==> config.mk <==
export PLATFORM = sky130hd
export DESIGN_NAME = ss_scan_driver_flat
export DESIGN_NICKNAME = d
export VERILOG_FILES = /design/src/rtl/ss_pkg.sv /design/src/rtl/ss_scan_driver_if.sv /design/src/rtl/bin2bcd_seq.sv /design/src/rtl/ss_scan_driver.sv /design/src/flat_wrapper.sv
export SDC_FILE = /design/constraint.sdc
export NUM_CORES = 1
export LEC_CHECK = 0
export ABC_AREA = 1
export CAP_MARGIN = 15
export CORE_ASPECT_RATIO = 1.2
export CORE_MARGIN = 1
export CORE_UTILIZATION = 60
export CTS_BUF_LIST = sky130_fd_sc_hd__clkbuf_8
export CTS_CLUSTER_DIAMETER = 120
export DETAILED_ROUTE_END_ITERATION = 8
export PLACE_DENSITY_LB_ADDON = 0.2
export SYNTH_ARGS = -nofsm -noshare
export SYNTH_HDL_FRONTEND = slang
export SYNTH_SLANG_ARGS = --single-unit
export TNS_END_PERCENT = 20
==> constraint.sdc <==
create_clock -name main_clock -period 8.2 [get_ports main_clock]
set_input_delay 0.82 -clock main_clock [delete_from_list [all_inputs] [get_ports main_clock]]
set_output_delay 0.82 -clock main_clock [all_outputs]
set_load 0.01 [all_outputs]
==> src/rtl/ss_pkg.sv <==
// Shared constants and types for the seven-segment scan driver: segment codes,
// the converter state encoding and a constant power-of-ten helper.
package ss_pkg;

    // Active-low cathodes, bit6 = a .. bit0 = g.
    localparam logic [6:0] SEG_0     = 7'b0000001;
    localparam logic [6:0] SEG_1     = 7'b1001111;
    localparam logic [6:0] SEG_2     = 7'b0010010;
    localparam logic [6:0] SEG_3     = 7'b0000110;
    localparam logic [6:0] SEG_4     = 7'b1001100;
    localparam logic [6:0] SEG_5     = 7'b0100100;
    localparam logic [6:0] SEG_6     = 7'b0100000;
    localparam logic [6:0] SEG_7     = 7'b0001111;
    localparam logic [6:0] SEG_8     = 7'b0000000;
    localparam logic [6:0] SEG_9     = 7'b0000100;
    localparam logic [6:0] SEG_DASH  = 7'b1111110;
    localparam logic [6:0] SEG_BLANK = 7'b1111111;

    typedef enum logic [1:0] {
        ST_IDLE,
        ST_CONV,
        ST_DONE
    } conv_state_e;

    function automatic longint unsigned pow10(input int n);
        longint unsigned p;
        p = 1;
        for (int i = 0; i < n; i++) p = p * 10;
        return p;
    endfunction

    function automatic logic [6:0] seg_decode(input logic [3:0] d);
        case (d)
            4'd0:    return SEG_0;
            4'd1:    return SEG_1;
            4'd2:    return SEG_2;
            4'd3:    return SEG_3;
            4'd4:    return SEG_4;
            4'd5:    return SEG_5;
            4'd6:    return SEG_6;
            4'd7:    return SEG_7;
            4'd8:    return SEG_8;
            4'd9:    return SEG_9;
            default: return SEG_BLANK;
        endcase
    endfunction

endpackage

==> src/rtl/ss_scan_driver_if.sv <==
// Value/control inputs and display pin outputs of the scan driver, bundled so the
// counter logic (master) and the driver (slave) share one connection.
interface ss_scan_driver_if #(
    parameter int NUM_DIGITS = 4,
    parameter int BIN_WIDTH  = 17
);
    logic [BIN_WIDTH-1:0]  value_in;
    logic                  load;
    logic                  blank_lz;
    logic [NUM_DIGITS-1:0] blink_mask;
    logic [NUM_DIGITS-1:0] dp_in;
    logic [NUM_DIGITS-1:0] anode_out;
    logic [6:0]            seg_out;
    logic                  dp_out;
    logic                  busy;
    logic                  overflow;

    modport master (
        output value_in, load, blank_lz, blink_mask, dp_in,
        input  anode_out, seg_out, dp_out, busy, overflow
    );

    modport slave (
        input  value_in, load, blank_lz, blink_mask, dp_in,
        output anode_out, seg_out, dp_out, busy, overflow
    );
endinterface

==> src/rtl/bin2bcd_seq.sv <==
// Sequential shift-add-3 binary to BCD converter: one shift per cycle, out-of-range
// inputs are flagged up front and skip the conversion entirely.
module bin2bcd_seq
    import ss_pkg::*;
#(
    parameter int BIN_WIDTH  = 17,
    parameter int NUM_DIGITS = 4
) (
    input  logic                    main_clock,
    input  logic                    reset,
    input  logic                    start,
    input  logic [BIN_WIDTH-1:0]    bin,
    output logic                    busy,
    output logic                    done,
    output logic                    overflow,
    output logic [4*NUM_DIGITS-1:0] bcd
);
    localparam int BCD_W = 4 * NUM_DIGITS;
    localparam int CNT_W = $clog2(BIN_WIDTH + 1);
    localparam longint unsigned LIMIT = pow10(NUM_DIGITS);

    conv_state_e          state;
    logic [BIN_WIDTH-1:0] shift_bin;
    logic [BCD_W-1:0]     adj_bcd;
    logic [CNT_W-1:0]     iter;
    logic                 in_range;

    assign in_range = 64'(bin) < LIMIT;

    always_comb begin
        // NOTE: every variable gets a default before the conditional updates, so no latch is inferred.
        adj_bcd = bcd;
        for (int d = 0; d < NUM_DIGITS; d++) begin
            if (bcd[4*d +: 4] >= 4'd5) adj_bcd[4*d +: 4] = bcd[4*d +: 4] + 4'd3;
        end
    end

    // The range check guarantees the top BCD bit is zero, so dropping it on the shift is safe.
    always_ff @(posedge main_clock or posedge reset) begin
        if (reset) begin
            state     <= ST_IDLE;
            shift_bin <= '0;
            bcd       <= '0;
            iter      <= '0;
            busy      <= 1'b0;
            done      <= 1'b0;
            overflow  <= 1'b0;
        end else begin
            // NOTE: non-blocking assignments so every register samples pre-edge values.
            done <= 1'b0;
            case (state)
                ST_IDLE: begin
                    if (start) begin
                        if (in_range) begin
                            shift_bin <= bin;
                            bcd       <= '0;
                            iter      <= '0;
                            overflow  <= 1'b0;
                            busy      <= 1'b1;
                            state     <= ST_CONV;
                        end else begin
                            overflow <= 1'b1;
                            done     <= 1'b1;
                            state    <= ST_DONE;
                        end
                    end
                end
                ST_CONV: begin
                    bcd       <= BCD_W'({adj_bcd, shift_bin[BIN_WIDTH-1]});
                    shift_bin <= shift_bin << 1;
                    iter      <= iter + CNT_W'(1);
                    if (iter == CNT_W'(BIN_WIDTH - 1)) begin
                        busy  <= 1'b0;
                        done  <= 1'b1;
                        state <= ST_DONE;
                    end
                end
                ST_DONE: state <= ST_IDLE;
                default: state <= ST_IDLE;
            endcase
        end
    end
endmodule

==> src/rtl/ss_scan_driver.sv <==
// Multiplexed seven-segment driver: scans NUM_DIGITS digits from a BCD display
// register with leading-zero blanking, per-digit blink, decimal points and overflow dashes.
module ss_scan_driver
    import ss_pkg::*;
#(
    parameter int NUM_DIGITS  = 4,
    parameter int BIN_WIDTH   = 17,
    parameter int REFRESH_DIV = 262144,
    parameter int BLINK_DIV   = 50000000
) (
    input logic             main_clock,
    input logic             reset,
    ss_scan_driver_if.slave bus
);
    localparam int BCD_W = 4 * NUM_DIGITS;
    localparam int IDX_W = $clog2(NUM_DIGITS);
    localparam int REF_W = (REFRESH_DIV > 1) ? $clog2(REFRESH_DIV) : 1;
    localparam int BLK_W = (BLINK_DIV > 1) ? $clog2(BLINK_DIV) : 1;

    logic                  conv_done;
    logic [BCD_W-1:0]      conv_bcd;
    logic [BCD_W-1:0]      display_bcd;
    logic [REF_W-1:0]      refresh_cnt;
    logic [BLK_W-1:0]      blink_cnt;
    logic                  blink_on;
    logic [IDX_W-1:0]      scan_idx;
    logic [IDX_W-1:0]      rev_idx;
    logic [3:0]            digit_val [NUM_DIGITS];
    logic [NUM_DIGITS-1:0] lz_mask;
    logic                  all_zero;
    logic [NUM_DIGITS-1:0] anode_next;
    logic [6:0]            seg_next;
    logic                  dp_next;

    bin2bcd_seq #(
        .BIN_WIDTH (BIN_WIDTH),
        .NUM_DIGITS(NUM_DIGITS)
    ) u_conv (
        .main_clock(main_clock),
        .reset     (reset),
        .start     (bus.load),
        .bin       (bus.value_in),
        .busy      (bus.busy),
        .done      (conv_done),
        .overflow  (bus.overflow),
        .bcd       (conv_bcd)
    );

    // Only a finished conversion reaches the display, never the working register.
    always_ff @(posedge main_clock or posedge reset) begin
        if (reset) display_bcd <= '0;
        else if (conv_done) display_bcd <= conv_bcd;
    end

    always_ff @(posedge main_clock or posedge reset) begin
        if (reset) begin
            refresh_cnt <= '0;
            scan_idx    <= '0;
            blink_cnt   <= '0;
            blink_on    <= 1'b1;
        end else begin
            if (refresh_cnt == REF_W'(REFRESH_DIV - 1)) begin
                refresh_cnt <= '0;
                scan_idx    <= (scan_idx == IDX_W'(NUM_DIGITS - 1)) ? '0 : scan_idx + IDX_W'(1);
            end else begin
                refresh_cnt <= refresh_cnt + REF_W'(1);
            end
            if (blink_cnt == BLK_W'(BLINK_DIV - 1)) begin
                blink_cnt <= '0;
                blink_on  <= ~blink_on;
            end else begin
                blink_cnt <= blink_cnt + BLK_W'(1);
            end
        end
    end

    // Digit 0 is the leftmost and therefore the most significant nibble.
    always_comb begin
        all_zero = 1'b1;
        lz_mask  = '0;
        for (int i = 0; i < NUM_DIGITS; i++) digit_val[i] = display_bcd[4*(NUM_DIGITS-1-i) +: 4];
        for (int i = 0; i < NUM_DIGITS - 1; i++) begin
            all_zero   = all_zero && (digit_val[i] == 4'd0);
            lz_mask[i] = all_zero;
        end
    end

    assign rev_idx = IDX_W'(NUM_DIGITS - 1) - scan_idx;

    always_comb begin
        seg_next            = seg_decode(digit_val[scan_idx]);
        dp_next             = ~bus.dp_in[scan_idx];
        anode_next          = '1;
        anode_next[rev_idx] = 1'b0;
        if (bus.overflow) seg_next = SEG_DASH;
        else if (bus.blank_lz && lz_mask[scan_idx]) seg_next = SEG_BLANK;
        if (!blink_on && bus.blink_mask[scan_idx]) begin
            seg_next = SEG_BLANK;
            dp_next  = 1'b1;
        end
    end

    // Anode, segments and dp share one register stage so they change on the same edge.
    always_ff @(posedge main_clock or posedge reset) begin
        if (reset) begin
            bus.anode_out <= '1;
            bus.seg_out   <= SEG_BLANK;
            bus.dp_out    <= 1'b1;
        end else begin
            bus.anode_out <= anode_next;
            bus.seg_out   <= seg_next;
            bus.dp_out    <= dp_next;
        end
    end
endmodule

==> src/flat_wrapper.sv <==
// flat-port wrapper written by rule: the top's interface ports become plain ports
module ss_scan_driver_flat import ss_pkg::*;
#(
    parameter int NUM_DIGITS  = 4,
    parameter int BIN_WIDTH   = 17,
    parameter int REFRESH_DIV = 262144,
    parameter int BLINK_DIV   = 50000000
)
  (main_clock, reset, bus_value_in, bus_load, bus_blank_lz, bus_blink_mask, bus_dp_in, bus_anode_out, bus_seg_out, bus_dp_out, bus_busy, bus_overflow);
  ss_scan_driver_if #(.NUM_DIGITS(NUM_DIGITS), .BIN_WIDTH(BIN_WIDTH)) bus_i ();
  input logic main_clock;
  input logic reset;
  input wire logic [$bits(bus_i.value_in)-1:0] bus_value_in;
  input wire logic [$bits(bus_i.load)-1:0] bus_load;
  input wire logic [$bits(bus_i.blank_lz)-1:0] bus_blank_lz;
  input wire logic [$bits(bus_i.blink_mask)-1:0] bus_blink_mask;
  input wire logic [$bits(bus_i.dp_in)-1:0] bus_dp_in;
  output wire logic [$bits(bus_i.anode_out)-1:0] bus_anode_out;
  output wire logic [$bits(bus_i.seg_out)-1:0] bus_seg_out;
  output wire logic [$bits(bus_i.dp_out)-1:0] bus_dp_out;
  output wire logic [$bits(bus_i.busy)-1:0] bus_busy;
  output wire logic [$bits(bus_i.overflow)-1:0] bus_overflow;
  assign bus_i.value_in = bus_value_in;
  assign bus_i.load = bus_load;
  assign bus_i.blank_lz = bus_blank_lz;
  assign bus_i.blink_mask = bus_blink_mask;
  assign bus_i.dp_in = bus_dp_in;
  assign bus_anode_out = bus_i.anode_out;
  assign bus_seg_out = bus_i.seg_out;
  assign bus_dp_out = bus_i.dp_out;
  assign bus_busy = bus_i.busy;
  assign bus_overflow = bus_i.overflow;
  ss_scan_driver #(.NUM_DIGITS(NUM_DIGITS), .BIN_WIDTH(BIN_WIDTH), .REFRESH_DIV(REFRESH_DIV), .BLINK_DIV(BLINK_DIV)) u_core (.main_clock(main_clock), .reset(reset), .bus(bus_i));
endmodule
# ---- Word-level counts from Yosys, hierarchy flattened
# Memory sizes are Yosys's and may differ from the RTL's.
# Cells that the tools add are included.
dict set report classes {
  add_sub_neg 9
  n_lt_le_gt_ge 9
  n_eq_ne 8
  muxes 43
  bitwise 4
  reduce_logical 15
}
# cell n
set op_table {}
lappend op_table {{$mux 17} 2}
lappend op_table {{$pmux 17 s2} 1}
lappend op_table {{$mux 16} 2}
lappend op_table {{$pmux 16 s2} 1}
lappend op_table {{$add 26x1->26 const B} 1}
lappend op_table {{$eq 26x26->1 const B} 1}
lappend op_table {{$mux 26} 1}
lappend op_table {{$mux 7} 3}
lappend op_table {{$mux 4} 5}
lappend op_table {{$add 18x1->18 const B} 1}
lappend op_table {{$eq 18x18->1 const B} 1}
lappend op_table {{$mux 18} 1}
lappend op_table {{$lt 17x14->1 const B} 1}
lappend op_table {{$ge 4x3->1 const B} 4}
lappend op_table {{$add 4x2->4 const B} 3}
lappend op_table {{$logic_not 4->1} 3}
lappend op_table {{$mux 1} 11}
lappend op_table {{$mux 5} 2}
lappend op_table {{$pmux 5 s2} 1}
lappend op_table {{$bmux 4 s2} 1}
lappend op_table {{$mux 2} 4}
lappend op_table {{$bmux 1 s2} 3}
lappend op_table {{$lt 2x3->1 const B} 2}
lappend op_table {{$ne 2x2->1 const B} 3}
lappend op_table {{other kinds (23)} 30}
dict set report totals {
  ff_bits 118
  mem_bits_ro 112
  inputBits 29
  output_inout_bits 14
  wordCells 104
  memories 1
}
# name depth width rd rd_ports_with_merged_regs write_ports line_no
set memory_table {}
lappend memory_table {{(name not given)} 16 7 1 0 0 ss_pkg.sv:33} ;# case (d)

# ---- Longest topological paths before layout
# Gate-level depths: netlist (run 1).
dict set report logic_depth {
  ltp_word 9
  mapped_depth 13
  depth_no_buf 11
}

# ---- By module
# A second synthesis (run 1) with hierarchy kept.
dict set report unflattened {
  cells_unflattened 804
  area_unflattened_um2 6485.0
}
# mod instances cells_per_inst area_per_inst_um2 seq_area_each_um2
set modules_own_cells {}
lappend modules_own_cells {ss_scan_driver 1 526 4057.6 1893.1}
lappend modules_own_cells {bin2bcd_seq 1 278 2427.3 1076.0}

# ---- Worst setup path after synthesis (run 1)
# Ideal clock, no wire load.
dict set report synth_path {
  path_type {input port to flip-flop}
  from {in bus_value_in[16]}
  to {reg u_core.u_conv.iter[0]}
  setup_time_ps 121
  arrival_time_ps 1638
  required_ps 8079
  slack_ps 6441
  cell_stages 9
  n_path_buf 1
  path_cell_list {nor2_1 o21ai_1 nor2_1 nand2_1 nand2_2 nand2_4 buf_6 nand2_1 o21ai_2}
}
dict set report synth_between {
  elab_chain_cells 3
}
# item line_no
set synth_lines {}
lappend synth_lines {{from (decl)} flat_wrapper.sv:13} ;# input wire logic [$bits(bus_i.value_in)-1:0] bus_value_in;
lappend synth_lines {{$lt 17x14->1} bin2bcd_seq.sv:28} ;# assign in_range = 64'(bin) < LIMIT;
lappend synth_lines {{$ne 2x2->1 (no source line)} --}
lappend synth_lines {{$reduce_and 3->1 (no source line)} --}
lappend synth_lines {{to (signal assigned)} bin2bcd_seq.sv:71} ;# iter <= iter + CNT_W'(1);
lappend synth_lines {{to (decl)} bin2bcd_seq.sv:25} ;# logic [CNT_W-1:0] iter;
# Every way passes these cells.
# A chain may end at the register's enable or synchronous reset.

# ---- Worst setup path after layout (run 1)
dict set report layout_path {
  from {reg u_core.bus.seg_out[2]}
  to {out bus_seg_out[2]}
}
# item line_no
set layout_rtl {}
lappend layout_rtl {{from (decl)} ss_scan_driver_if.sv:25} ;# output anode_out, seg_out, dp_out, busy, overflow
lappend layout_rtl {{from (signal assigned)} ss_scan_driver.sv:111} ;# bus.seg_out <= seg_next;
lappend layout_rtl {{to (decl)} flat_wrapper.sv:19} ;# output wire logic [$bits(bus_i.seg_out)-1:0] bus_seg_out;
# No word-level cell between the ends.

==> impl_results.rst, run 1 <==
.. list-table::
   :header-rows: 1

   * - Metric
     - Value
   * - Maximum fanout along the worst path
     - 1
   * - Count of inserted antenna diode cells
     - 0
   * - DR iter-0 viols
     - approximately 310
   * - Post-synth top area cell
     - dfrtp_1
   * - Placed Cells
     - 923
   * - Vias in the first global route
     - 5060
   * - Fraction of the core area covered by cells at the end of the flow
     - 71.0%
   * - Arrival time of the worst setup path
     - approximately 1500 ps
   * - Number of warnings issued by yosys
     - 0
   * - Leak pwr
     - around 3.5 nW
   * - Internal power
     - 0.00109 W
   * - Source-to-sink clock delay at the later pin of the worst-skew pair
     - 430 ps
   * - Number of cells produced by synthesis
     - roughly 770
   * - Worst reg-to-reg setup slack
     - approximately 6200 ps
   * - Total power after layout
     - about 0.0016 W
   * - Cells along the critical path
     - clkdlybuf4s50_1
   * - Area share of the leading cell type in the synthesized netlist
     - 41.1%
   * - Worst Setup Path Type
     - reg -> out
   * - Proportion of synthesized chip area in sequential cells
     - 46.5%
   * - Library cell contributing the largest single delay on the critical path
     - clkdlybuf4s50_1
   * - Starting density of the core
     - 62.9%
   * - CTS Root Buffer Type
     - clkbuf_8
   * - Final sum of negative setup slack
     - 0 ps
   * - Syn_nets
     - 822
   * - CP bufs+invs
     - 1
   * - Clock Sink Count
     - 118
   * - Portion of total power attributed to combinational logic
     - 21.2%
   * - Total of cells resized after clock tree synthesis
     - 0
   * - R2r worst-path depth
     - 10
   * - Max-cap violations
     - 0
   * - Most area-consuming cells after synthesis
     - dfrtp_1, nand2_1, inv_1
   * - Final worst-path cycle share
     - 28.0%
   * - Number of antenna violations at the first check in global routing
     - 0
   * - Data required time at the worst endpoint
     - around 7400 ps
   * - Width of the die
     - 96.2 µm
   * - P per Cell Area
     - 219 nW/µm²
   * - Largest net degree at the start of global routing
     - 87
   * - Switching Share
     - 31.1%
   * - Number of nets in the layout
     - around 870
   * - Remaining Overflow, GRT
     - 0
   * - Min Tclk post-route
     - 2300 ps
   * - Type of element capturing the critical path
     - output port
   * - Clock transition at path regs
     - around 70 ps
   * - # DRC
     - 0
   * - Number of hold buffers added after CTS
     - 0
   * - Routed Wire Length
     - 12.0 mm
   * - Max Freq
     - 435 MHz
   * - Category of the worst setup path launch point
     - register
   * - Global Route Usage Sum
     - 25.0%
   * - Number of flops mapped to enable cells by yosys
     - 0
   * - Most instantiated flip-flop cell in the synthesis netlist
     - dfrtp_1
   * - Die Y
     - 115 µm
   * - Count of buffers from port buffering
     - 42
   * - Number of pins with negative max-slew slack in the final report
     - 0
   * - WHS Path Cells
     - 2
   * - Fraction of power consumed by the clock network
     - between 30% and 40%
   * - Min-delay src
     - u_core.blink_on
   * - Drt via density
     - 5.28
   * - Count of H-tree levels built during CTS
     - 4
   * - ANT nets after route
     - 0
   * - Detailed placer's ending HPWL
     - 8.29 mm
   * - RD Place Congestion
     - 0.926
   * - Endpoint of the worst hold path
     - u_core.blink_on
   * - Number of distinct standard cells referenced by the synthesized netlist
     - 38
   * - Startpoint of the lowest-slack register-to-register path
     - u_core.scan_idx[0]
   * - Most common library cell in the layout ignoring fill and taps
     - nand2_1
   * - Fillers
     - 798
   * - Fraction of final layout cells with drive strength greater than 1
     - a little under an eighth
   * - Number of search-and-repair iterations in the first detailed-routing pass
     - 5
   * - Setup repair after global routing missed its margin
     - false
   * - Worst IR Drop VDD
     - 0.140 mV
   * - Mean post-synth cell area
     - 8.29 µm²
   * - CTS tree
     - yes
   * - Switching Power
     - 0.000490 W
   * - Yosys reg bits
     - 118
   * - Max-slew headroom at the worst pin
     - between 40% and 50%
   * - # rows
     - 40
   * - Fraction of power consumed by sequential logic
     - 48.5%
   * - Most used cells in the layout excluding fill and tap cells
     - nand2_1, dfrtp_1, inv_1, nor2_1, o21ai_0
   * - Number of vias in the routed layout
     - 5044
   * - Number of setup violations in the final report
     - 0
   * - Worst setup path startpoint
     - u_core.bus.seg_out[2]
   * - Clk_skew
     - 11.1 ps
   * - Count of non-filler cells in the finished layout
     - 956
   * - Cts bufs inserted
     - 17
   * - Kind of cell adding the most delay to the critical path
     - buffers and inverters
   * - Area overhead of the layout relative to synthesis
     - 12.8%
   * - Endpoint of the most critical register-to-register path
     - u_core.bus.seg_out[2]
   * - Area of the mapped netlist
     - between 6000 and 7000 µm²
   * - Core Box Area
     - slightly above 10000 µm²
   * - Routed len/inst
     - 12.6 µm
   * - Async set-reset flop share out of synthesis
     - 100%
   * - Clock tree buffer depth
     - 2
   * - I/O pins
     - 43
   * - Overall die area
     - ~11000 µm²
   * - Final Hold Vio Count
     - 0
   * - Post-CTS setup buffers
     - 0
   * - Wire length of the first global-routing pass
     - about 22 mm
   * - Worst hold-check path type
     - reg -> reg
   * - Slew at the pin closest to its max-slew limit
     - 812 ps
   * - Largest incremental delay on the critical path
     - roughly 530 ps
   * - Run status
     - completed
-- how the worst max path moves through the flow --
stage                        endpoint  slack, ps  depth (start not counted)
2_1_floorplan     u_core.blink_cnt[0]       4270                          1
5_1_grt                bus_seg_out[4]       5830                          1
3_5_place_dp   u_core.refresh_cnt[10]       5500                          3
4_1_cts                bus_seg_out[2]       5880                          1
3_3_place_gp   u_core.refresh_cnt[10]       5560                          3
6_report               bus_seg_out[2]       5900                          1
-- area by class of cell --
class                      count  area, µm²  share of cell area, %
clock buffer                  20        275                   3.82
clock inverter                12       87.6                   1.21
tap                          126        158                   2.19
inverter                      99        389                   5.40
timing repair buffer          45        463                   6.42
sequential                   118       2970                   41.2
multi-input combinational    536       2870                   39.8
-- synth_stat cells, types with 2 or more instances --
cell	instances
buf_4	3
nand3_2	3
nor2_1	90
nand3_1	35
o21ai_2	16
a21oi_1	14
nor3_4	2
or2_2	5
o21ai_1	5
mux2i_1	12
buf_6	9
o211ai_1	2
nor2_2	6
o22ai_1	6
clkbuf_1	3
xnor2_1	9
nand2_1	201
inv_1	93
nand2_4	3
dfrtp_1	105
nand2_2	8
nor3_1	12
xor2_1	22
dfstp_2	13
nor2_4	4
nand4_1	10
o21ai_0	44
inv_2	3
ha_1	22
buf_2	2
inv_6	2
-- metal layers --
metal / vias up / routed length, µm / track usage (%)
met1: 2391 / 5170 / 30.1
li1: 2519 / - / -
met3: 16 / 559 / 5.75
met4: 0 / 152 / 10.5
met5: - / 0 / 0
met2: 118 / 6120 / 42.7
-- power by group through the flow --
stage | registers [W] | clock network [W] | logic [W]
final | 0.000766 | 0.000478 | 0.000334
after global routing | 0.000779 | 0.000518 | 0.000386
after CTS | 0.000764 | 0.000488 | 0.000335
after detailed placement | 0.000773 | 0 | 0.000334
after global placement | 0.000768 | 0 | 0.000315
after floorplan | 0.000757 | 0 | 0.000251
-- metrics by stage --
stage                     hold slack, ps  setup slack, ps  instance area, µm²
after floorplan                      442             4270                6390
after global placement               455             5560                6820
after detailed placement             459             5500                6820
after CTS                            471             5880                7180
after global routing                 481             5830                7210
final                                470             5900                7210
-- registers in the layout, indices dropped and copies added, names as in the netlist, 4 cells and up --
signal	flops
u_core.refresh_cnt	18
u_core.u_conv.shift_bin	17
u_core.u_conv.iter	5
u_core.bus.anode_out	4
u_core.u_conv.bcd	16
u_core.bus.seg_out	7
u_core.digit_val	16
u_core.blink_cnt	26
-- cells by family after synthesis --
kind of cell             synth area share [%]
buffers and inverters                    8.63
AND/OR/NAND/NOR                          26.2
flip-flops                               46.5
XOR/XNOR                                 4.25
AO/OA/AOI/OAI                            8.26
adder cells (fa/ha/maj)                  4.31
multiplexers                             1.88
(Power assumes the default switching activity.)
==> run 2, diff against run 1 <==
--- a/config.mk
+++ b/config.mk
@@ -9,7 +9,7 @@
 export CAP_MARGIN = 15
 export CORE_ASPECT_RATIO = 1.2
 export CORE_MARGIN = 1
-export CORE_UTILIZATION = 60
+export CORE_UTILIZATION = 55
 export CTS_BUF_LIST = sky130_fd_sc_hd__clkbuf_8
 export CTS_CLUSTER_DIAMETER = 120
 export DETAILED_ROUTE_END_ITERATION = 8
==> constraint.sdc (replaced) <==
create_clock -name main_clock -period 1.94 [get_ports main_clock]
set_input_delay 0.194 -clock main_clock [delete_from_list [all_inputs] [get_ports main_clock]]
set_output_delay 0.194 -clock main_clock [all_outputs]
set_load 0.01 [all_outputs]
==> impl_results.rst, run 2 (synthesized netlist as in run 1, its figures left out) <==
.. list-table::
   :header-rows: 1

   * - Metric
     - Value
   * - Starting density of the core
     - 57.1%
   * - Library cell contributing the largest single delay on the critical path
     - dfstp_2
   * - Cell area after placement
     - 7010 µm²
   * - Placed Cells
     - 960
   * - Number of nets in the layout
     - between 800 and 900
   * - Clock tree buffer depth
     - 2
   * - Count of inserted antenna diode cells
     - 0
   * - ANT nets after route
     - 0
   * - CTS Root Buffer Type
     - clkbuf_8
   * - RD Place Congestion
     - between 0.8 and 0.9
   * - Final sum of negative setup slack
     - 0 ps
   * - Overall die area
     - around 12000 µm²
   * - Max FFs per register
     - 26
   * - Fraction of the core area covered by cells at the end of the flow
     - between 60% and 70%
   * - Remaining Overflow, GRT
     - 0
   * - Number of search-and-repair iterations in the first detailed-routing pass
     - 5
   * - Drt via density
     - approximately 5
   * - Slew at the pin closest to its max-slew limit
     - about 530 ps
   * - Most used cells in the layout excluding fill and tap cells
     - nand2_1, dfrtp_1, inv_1, nor2_1, o21ai_0
   * - Leak pwr
     - 3.55 nW
   * - Worst slack, placed
     - 126 ps
   * - Run status
     - completed
   * - Type of element capturing the critical path
     - output port
   * - Category of the worst setup path launch point
     - register
   * - Register with the most flip-flops
     - u_core.blink_cnt
   * - Fin worst setup slack
     - around 240 ps
   * - Clock transition at path regs
     - 70 ps
   * - Fraction of final layout cells with drive strength greater than 1
     - 13.1%
   * - Routed len/inst
     - 12.6 µm
   * - Number of pins with negative max-slew slack in the final report
     - 0
   * - Kind of cell adding the most delay to the critical path
     - flip-flops
   * - Max Freq
     - 590 MHz
   * - Vias in the first global route
     - about 5000
   * - Largest incremental delay on the critical path
     - 530 ps
   * - Worst reg-to-reg setup slack
     - 260 ps
   * - R2r worst-path depth
     - 9
   * - Data required time at the worst endpoint
     - 1750 ps
   * - # DRC
     - 0
   * - Number of antenna violations at the first check in global routing
     - 0
   * - Source-to-sink clock delay at the later pin of the worst-skew pair
     - 440 ps
   * - Area overhead of the layout relative to synthesis
     - 15.8%
   * - Cts bufs inserted
     - 17
   * - Routed Wire Length
     - 12.5 mm
   * - Clock Sink Count
     - 118
   * - Worst IR Drop VDD
     - 0.593 mV
   * - Global Route Usage Sum
     - 23.5%
   * - Die Y
     - approximately 120 µm
   * - Number of setup violations in the final report
     - 0
   * - Width of the die
     - 100 µm
   * - Final Hold Vio Count
     - 0
   * - P per Cell Area
     - 933 nW/µm²
   * - Core Box Area
     - 11200 µm²
   * - Count of buffers from port buffering
     - 42
   * - Maximum fanout along the worst path
     - 1
   * - Final worst-path cycle share
     - 87.4%
   * - Max-slew headroom at the worst pin
     - 64.7%
   * - Post-route cell area
     - 7400 µm²
   * - CP bufs+invs
     - 1
   * - Detailed placer's ending HPWL
     - 9.23 mm
   * - Number of vias in the routed layout
     - 5053
   * - Min Tclk post-route
     - 1700 ps
   * - Worst hold-check path type
     - in -> async
   * - Count of H-tree levels built during CTS
     - 4
   * - DR iter-0 viols
     - 190
   * - Setup repair after global routing missed its margin
     - false
   * - Arrival time of the worst setup path
     - 1500 ps
   * - Top Registers
     - u_core.blink_cnt: 26 flops, u_core.refresh_cnt: 18 flops, u_core.u_conv.shift_bin: 17 flops
   * - Post-CTS setup buffers
     - 0
   * - Max-cap violations
     - 0
   * - Wire length of the first global-routing pass
     - 22.1 mm
   * - Largest net degree at the start of global routing
     - 36
   * - Most common library cell in the layout ignoring fill and taps
     - nand2_1
   * - Worst Setup Path Type
     - reg -> out
   * - CTS tree
     - yes
   * - Cells along the critical path
     - clkdlybuf4s50_1
   * - I/O pins
     - 43
   * - Endpoint of the most critical register-to-register path
     - u_core.bus.seg_out[3]
   * - Count of non-filler cells in the finished layout
     - 992
   * - # rows
     - 42
   * - Startpoint of the lowest-slack register-to-register path
     - u_core.scan_idx[0]
   * - Clk_skew
     - 6.99 ps
run 2: worst max path at each step:
stage,start,end,slack [ps],depth (start not counted)
5_1_grt,u_core.scan_idx[0],u_core.bus.seg_out[2],110,11
2_1_floorplan,reset,u_core.blink_cnt[0],320,1
3_5_place_dp,u_core.scan_idx[0],u_core.bus.seg_out[3],130,9
3_3_place_gp,u_core.scan_idx[0],u_core.bus.seg_out[3],170,9
4_1_cts,u_core.scan_idx[0],u_core.bus.seg_out[3],90,9
6_report,u_core.bus.seg_out[4],bus_seg_out[4],240,1
run 2: what timing repair did:
action                                 in CTS  in global routing
endpoints found under the hold margin       0                  0
hold buffers                                0                  0
setup endpoints to repair                   0                  3
gates resized for setup                     0                  1
run 2: power by group:
part / internal [W] / switching (W)
Combinational: 0.000642 / 0.000873
Clock: 0.00122 / 0.000953
Sequential: 0.00292 / 0.000300
Total: 0.00478 / 0.00213
run 2: final cells by class:
| class | count | area, µm² |
|---|---|---|
| fillers | 965 | 3790 |
| clock inverters | 12 | 111 |
| clock buffers | 20 | 275 |
| multi-input cells | 536 | 2870 |
| well taps | 154 | 193 |
| flip-flops and latches | 118 | 2970 |
| repair buffers | 53 | 591 |
| inverters | 99 | 390 |
run 2: layer usage:
metal | track usage [%] | part of all wire [%] | vias up
met4 | 12.8 | 2.7 | 0
li1 | - | - | 2536
met2 | 40.7 | 53 | 90
met3 | 5.01 | 3.2 | 28
met5 | 0 | 0 | -
met1 | 26.8 | 41 | 2399
run 2: metrics by stage:
stage                     hold slack [ps]  power, W
after floorplan                       350   0.00426
after global placement                459   0.00468
after detailed placement              461   0.00478
after CTS                             105   0.00698
after global routing                  139   0.00736
final                                 126   0.00691
